**config.mk**
```make
export PLATFORM = sky130hd
export DESIGN_NAME = instr_bus_server
export DESIGN_NICKNAME = d
export VERILOG_FILES = /design/src/rtl/instr_bus_server.sv
export SDC_FILE = /design/constraint.sdc
export NUM_CORES = 1
export LEC_CHECK = 0
export CORE_ASPECT_RATIO = 0.9
export CORE_MARGIN = 3
export CORE_UTILIZATION = 40
export DETAILED_ROUTE_END_ITERATION = 16
export GPL_TIMING_DRIVEN = 0
export PLACE_DENSITY = 0.73
export SYNTH_ARGS = -nofsm -noshare
export SYNTH_HDL_FRONTEND = slang
export SYNTH_SLANG_ARGS = --single-unit
```
**constraint.sdc**
```tcl
create_clock -name clk -period 4.97 [get_ports clk]
set_input_delay 0.497 -clock clk [delete_from_list [all_inputs] [get_ports clk]]
set_output_delay 0.497 -clock clk [all_outputs]
set_load 0.02 [all_outputs]
```
**src/rtl/instr_bus_server.sv**
```systemverilog
// Round-robin message server: picks one requesting core and delivers its instruction
// to one core, or to every other core, for a single registered cycle.
module instr_bus_server #(
  parameter  int NUM_CORES     = 4,
  parameter  int INSTR_WIDTH   = 2,
  localparam int CORE_ID_WIDTH = $clog2(NUM_CORES)
) (
  input  logic                               clk,
  input  logic                               rst_n,
  input  logic [NUM_CORES-1:0]               send_req,
  input  logic [NUM_CORES-1:0]               broadcast_mode,
  input  logic [NUM_CORES*CORE_ID_WIDTH-1:0] dst_ids,
  input  logic [NUM_CORES*INSTR_WIDTH-1:0]   instructions,
  output logic [NUM_CORES-1:0]               send_grant,
  output logic [NUM_CORES-1:0]               recv_valid,
  output logic [CORE_ID_WIDTH-1:0]           src_id,
  output logic [INSTR_WIDTH-1:0]             instruction,
  output logic                               busy
);

  typedef enum logic {
    IDLE    = 1'b0,
    DELIVER = 1'b1
  } state_t;

  state_t                   state, state_next;
  logic [CORE_ID_WIDTH-1:0] rr_ptr, rr_next;
  logic [CORE_ID_WIDTH-1:0] winner;
  logic                     found;
  logic [CORE_ID_WIDTH-1:0] dst_sel;
  logic [INSTR_WIDTH-1:0]   instr_sel;
  logic [NUM_CORES-1:0]     recv_calc;
  logic [NUM_CORES-1:0]     grant_next, recv_next;
  logic [CORE_ID_WIDTH-1:0] src_next;
  logic [INSTR_WIDTH-1:0]   instr_next;

  // Round-robin search: first requester at or after rr_ptr, wrapping past the top core.
  // NOTE: every always_comb output gets a default before any branch so no latch is inferred.
  always_comb begin
    found  = 1'b0;
    winner = '0;
    for (int i = 0; i < NUM_CORES; i++) begin
      if (!found && send_req[(int'(rr_ptr) + i) % NUM_CORES]) begin
        found  = 1'b1;
        winner = CORE_ID_WIDTH'((int'(rr_ptr) + i) % NUM_CORES);
      end
    end
  end

  assign dst_sel   = dst_ids[int'(winner)*CORE_ID_WIDTH +: CORE_ID_WIDTH];
  assign instr_sel = instructions[int'(winner)*INSTR_WIDTH +: INSTR_WIDTH];

  // Broadcast reaches every core but the sender; a self-addressed or out-of-range
  // unicast reaches nobody, though the sender is still granted.
  always_comb begin
    recv_calc = '0;
    if (broadcast_mode[winner]) begin
      recv_calc = ~(NUM_CORES'(1) << winner);
    end else if (int'(dst_sel) < NUM_CORES && dst_sel != winner) begin
      recv_calc = NUM_CORES'(1) << dst_sel;
    end
  end

  always_comb begin
    state_next = IDLE;
    rr_next    = rr_ptr;
    grant_next = '0;
    recv_next  = '0;
    src_next   = src_id;
    instr_next = instruction;
    case (state)
      IDLE: begin
        if (found) begin
          state_next = DELIVER;
          rr_next    = CORE_ID_WIDTH'((int'(winner) + 1) % NUM_CORES);
          grant_next = NUM_CORES'(1) << winner;
          recv_next  = recv_calc;
          src_next   = winner;
          instr_next = instr_sel;
        end
      end
      DELIVER: state_next = IDLE;
      default: state_next = IDLE;
    endcase
  end

  // NOTE: sequential state uses non-blocking assignments so every register samples pre-edge values.
  always_ff @(posedge clk or negedge rst_n) begin
    if (!rst_n) begin
      state <= IDLE;
      rr_ptr <= '0;
    end else begin
      state <= state_next;
      rr_ptr <= rr_next;
    end
  end

  always_ff @(posedge clk or negedge rst_n) begin
    if (!rst_n) begin
      send_grant  <= '0;
      recv_valid  <= '0;
      src_id      <= '0;
      instruction <= '0;
    end else begin
      send_grant  <= grant_next;
      recv_valid  <= recv_next;
      src_id      <= src_next;
      instruction <= instr_next;
    end
  end

  assign busy = (state == DELIVER);

endmodule

```
Yosys cells after proc, flatten, opt, wreduce, memory -nomap -nowiden:

Cells that the tools add are included.

* flip-flop bits (word level): 15
* input port bits: 26
* output and inout bits: 13
* logic and storage cells: 64

* add/sub/neg operators: 4
* magnitude comparators: 5
* equal/unequal tests: 1
* shifts and indexed selects: 4
* muxes and demuxes: 29
* bitwise gates (word level): 5
* reduce and logical (&&, ||, !) cells: 10

Operators by type and width (count)
* $mux W4: 6
* $shiftx A8 B4 Y2: 2
* $mux W1: 13
* $lt A3 B4 Y1 const B: 3
* $bmux W1 S2: 5
* $mux W2: 4
* $shl A1 B2 Y4 const A: 2
* $lt A2 B3 Y1 const B: 2
* $reduce_or A2 Y1: 3
* $add A2 B1 Y2 const B: 2
* $add A2 B2 Y2 const B: 2
* $not A4 Y4: 1
* $and A1 B1 Y1 const A: 3
* $logic_and A1 B1 Y1: 3
* $logic_not A1 Y1: 3
* $ne A2 B2 Y1: 1
* $pmux W1 S2: 1
* $reduce_and A2 Y1: 1
* $not A1 Y1: 1

Longest topological paths before layout:

Gate-level depths: netlist of the first run.

* depth in word-level cells: 20
* mapped depth: 7
* depth with buffers taken out: 7

Least setup slack after synthesis of the first run:

No wires, ideal clock.

* kind: in2reg
* start: in send_req[1]
* end: reg recv_valid[3]
* library setup time: 122 ps
* arrival: 1909 ps
* data required time: 4848 ps
* setup slack: 2940 ps
* cell stages on the path: 6
* buffers on the path: 0
* path through: nand2b_1 o211a_4 nor2_8 mux2_4 mux2_4 a32o_1

* word-level cells in the longest chain between the ends: 18
* elaborated cells between the ends (all ways): 36
* those cells by class: eq/ne: 1; shift: 3; mux: 25; bitwise: 1; reduce/logical: 6

Ends and longest elaborated chain
* from (decl): line 10 `input logic [NUM_CORES-1:0] send_req,`
* $bmux W1 S2: line 43 `if (!found && send_req[(int'(rr_ptr) + i) % NUM_CORES]) begin`
* $mux W1 (not written as such): line 43
* $mux W1: line 43
* $logic_not A1 Y1: line 43
* $logic_and A1 B1 Y1: line 43
* $mux W1: line 43
* $logic_not A1 Y1: line 43
* $logic_and A1 B1 Y1: line 43
* [4 not listed]
* named net winner[1]: line 28 `logic [CORE_ID_WIDTH-1:0] winner;`
* $shiftx A8 B4 Y2: line 50 `assign dst_sel = dst_ids[int'(winner)*CORE_ID_WIDTH +: CORE_ID_WIDTH];`
* $ne A2 B2 Y1 / $shl A1 B2 Y4 (equally long branches): line 59, 60
* $mux W4: line 59 `end else if (int'(dst_sel) < NUM_CORES && dst_sel != winner) begin`
* $mux W4 *: line 57 `if (broadcast_mode[winner]) begin`
* $mux W4 *: line 73 `if (found) begin`
* $mux W4 *: line 71 `case (state)`
* named net recv_next[3]: line 33 `logic [NUM_CORES-1:0] grant_next, recv_next;`
* to (signal assigned): line 106 `recv_valid <= recv_next;`
* to (decl): line 15 `output logic [NUM_CORES-1:0] recv_valid,`

The timed path passes the listed nets; every way through them passes the cells marked *. The select of a mux whose other input is x is not followed.
A chain may end at the register's enable or synchronous reset.

Worst setup path in the final report of the first run:

Ends and elaborated chain as after synthesis.

==> metrics.yaml, run 1 <==
postCtsHoldBufs: 0
portBuffers: 38
diodes: 0
hpwl_um: 2010
htree_num_levels: 1
power.total_w: 0.000697
via_count: 913
drt_iter0_drc: 31
drtPass1Iterations: 4
clkSinkCount: 15
seqCellArea_um2: 375
synth_top_area_frac: 0.374
tightest_slew_ns: 0.613
timing.max_cap.violations: 0
fp.dieH_um: 53.5
status: "finished clean"
tns_ns: 0
wl_per_cell_um: 13.9
start_kind: "input port"
die_area_um2: 3150
layout_commonest_cell: "clkdlybuf4s50_1"
cts_made_buffers: 3
insertion_delay_ns: 0.27
synth.ff_latch_count: 15
placedInstanceArea_um2: 1420
cts_tree: "done"
crit_family: "multiplexers"
async_reset_ff_frac: 1.00
drive_gt1_frac: 0.116
rsz0062_at_grt: "false"
fin_skew_ns: 0.00422
path_buf_inv: 1
viasPerCell: 5.25
routed_wl_um: 2420
grt_pass1_wl_um: 4230
crit_arrival_ns: 2.58
hold_path_class: "flip-flop to flip-flop"
die_w_um: 58.8
rows: 16
syn_inst: 105
crit_type: "input port to flip-flop"
pin_count: 39
worst_hold_slack_ns: 0.483
numPlacedInstances: 170
gp_congestion: 0.770
syn-cell-area_um2: 1000
crit_slowest_cell: "clkdlybuf4s50_1"
synth_cell_types: 41
yosys.area.top_type: "dfrtp_1"
grt_start_max_net_pins: 16
period_needed_ns: 2.43
synth_edf_count: 0
max_stage_delay_ns: 0.50
finalNetCount: 178
ctsResizeCount: 0
power_density_nw_per_um2: 482
p_leak_nw: 0.629
drc: 0
start_util: 0.440
syn_area_per_cell_um2: 9.57
max_freq_mhz: 412
multi_input_area_um2: 592
cts.clk_slew.worst_paths_ns: 0.08
final_hold_viol_count: 0
core_um2: 2280
final-max-slew-violation-count: 0
final_area_um2: 1450
netlist_top_cells_area: "dfrtp_1 37%, ha_1 5.0%, mux2i_1 5.0%, nand3_1 3.5%, o21ai_0 3.5%"
syn2layout_area_growth_pct: 43.8
path_cells: "clkdlybuf4s50_1 -> nand2b_1 -> o211a_4 -> nor2_8 -> mux2_4 -> mux2_4 -> a32o_1"
fin_cells: 174
crit_top_cell: "mux2_4"
synth_nets: 135
grt-ovfl-total: 0
yosysSeqAreaShare: 0.374
root_buffer: "clkbuf_4"
synth_top_flop_cell: "dfrtp_1"
final_cell_mix: "38 x clkdlybuf4s50_1, 15 x dfrtp_1, 8 x nand2_1"
min_period_over_period: 0.489
antenna_found_initial: 0
synth_warnings: 0
ant_nets: 0
track_usage: 0.176
final.fill_count: 210
cp-end-kind: "flip-flop"
cp_max_fo: 9
setup_violations: 0
ir_drop_mv: 0.314
postCtsSetupBuffers: 0
relSlewSlack: 0.590
critPathRequiredTime_ns: 5.12
grt_pass1_vias: 913
clk_path_buf_depth: 2
## flip-flops by register name, summed over array words and instances (netlist names)
name         cells
src_id           2
instruction      2
busy             1
recv_valid       4
rr_ptr           2
send_grant       4
## metal layers
metal	share of wire	global-route usage
met1	0.47	0.239
met2	0.48	0.296
met3	0.043	0.0168
met4	0.0070	0.0566
met5	0	0
## power by group
| group | total (W) | internal, W | switching (W) | leakage [nW] |
|---|---|---|---|---|
| registers | 0.000200 | 0.000170 | 0.0000293 | 0.190 |
| logic | 0.000433 | 0.000208 | 0.000225 | 0.424 |
| clock network | 0.0000639 | 0.0000310 | 0.0000329 | 0.0150 |
## Yosys cell counts, drive strengths merged, types with 2 or more instances
| master | count |
|---|---|
| dfrtp | 15 |
| o21ai | 9 |
| nand2 | 8 |
| nor2 | 8 |
| nand3 | 7 |
| and2 | 5 |
| mux2i | 5 |
| and3 | 4 |
| ha | 4 |
| inv | 4 |
| mux2 | 4 |
| a21oi | 3 |
| nand2b | 3 |
| a32o | 2 |
| clkbuf | 2 |
| nor3 | 2 |
| o21bai | 2 |
## through the flow
| stage | util | setup slack [ns] |
|---|---|---|
| 6_report | 0.633 | 2.54 |
| 5_1_grt | 0.633 | 2.46 |
| 4_1_cts | 0.633 | 2.56 |
| 3_5_place_dp | 0.622 | 2.26 |
| 3_3_place_gp | 0.622 | 2.33 |
| 2_1_floorplan | - | 2.94 |
## logic make-up (layout without fill, tap and decap cells)
kind of cell,count (synthesis),count (layout),share of synthesized area
adders and majority gates,4,4,0.0498
DFF,15,15,0.374
AOI/OAI and AO/OA,27,27,0.204
muxes,9,9,0.102
buffers and inverters,8,50,0.0374
and+or+nand+nor,42,42,0.233
## path summary, 6_finish.rpt
kind | startpoint | end | slack (ns) | cells past startpoint
min in group asynchronous | rst_n | recv_valid[2] | 0.61 | 1
worst max register to register | rr_ptr[1] | recv_valid[3] | 2.83 | 6
worst min register to register | src_id[0] | src_id[0] | 0.48 | 1
max in group asynchronous | rst_n | recv_valid[0] | 3.96 | 1
worst min-delay path | src_id[0] | src_id[0] | 0.48 | 1
worst max-delay path | send_req[1] | recv_valid[3] | 2.54 | 7
## layout make-up
class,count,share of cell area
Multi-Input combinational cell,82,0.410
Timing Repair Buffer,38,0.263
Sequential cell,15,0.260
Tap cell,27,0.0234
Clock buffer,4,0.0182
Buffer,3,0.0130
Inverter,5,0.0130
Power figures use the tool's default switching activity.
==> inputs of run 2 (changes only) <==
==> constraint.sdc (replaced) <==
create_clock -name clk -period 2.3 [get_ports clk]
set_input_delay 0.23 -clock clk [delete_from_list [all_inputs] [get_ports clk]]
set_output_delay 0.23 -clock clk [all_outputs]
set_load 0.02 [all_outputs]
==> results of run 2 <==
Same layout as run 1 (identical final DEF). Status: finished clean.
Main changes from that run: setup slack after placement 2.26 ns -> -0.141 ns; setup slack after layout 2.54 ns -> 0.139 ns; hold slack 0.483 ns -> 0.341 ns; register-to-register setup slack 2.83 ns -> 0.16 ns; total power 0.000697 W -> 0.00151 W; worst IR drop on VDD 0.314 mV -> 0.679 mV
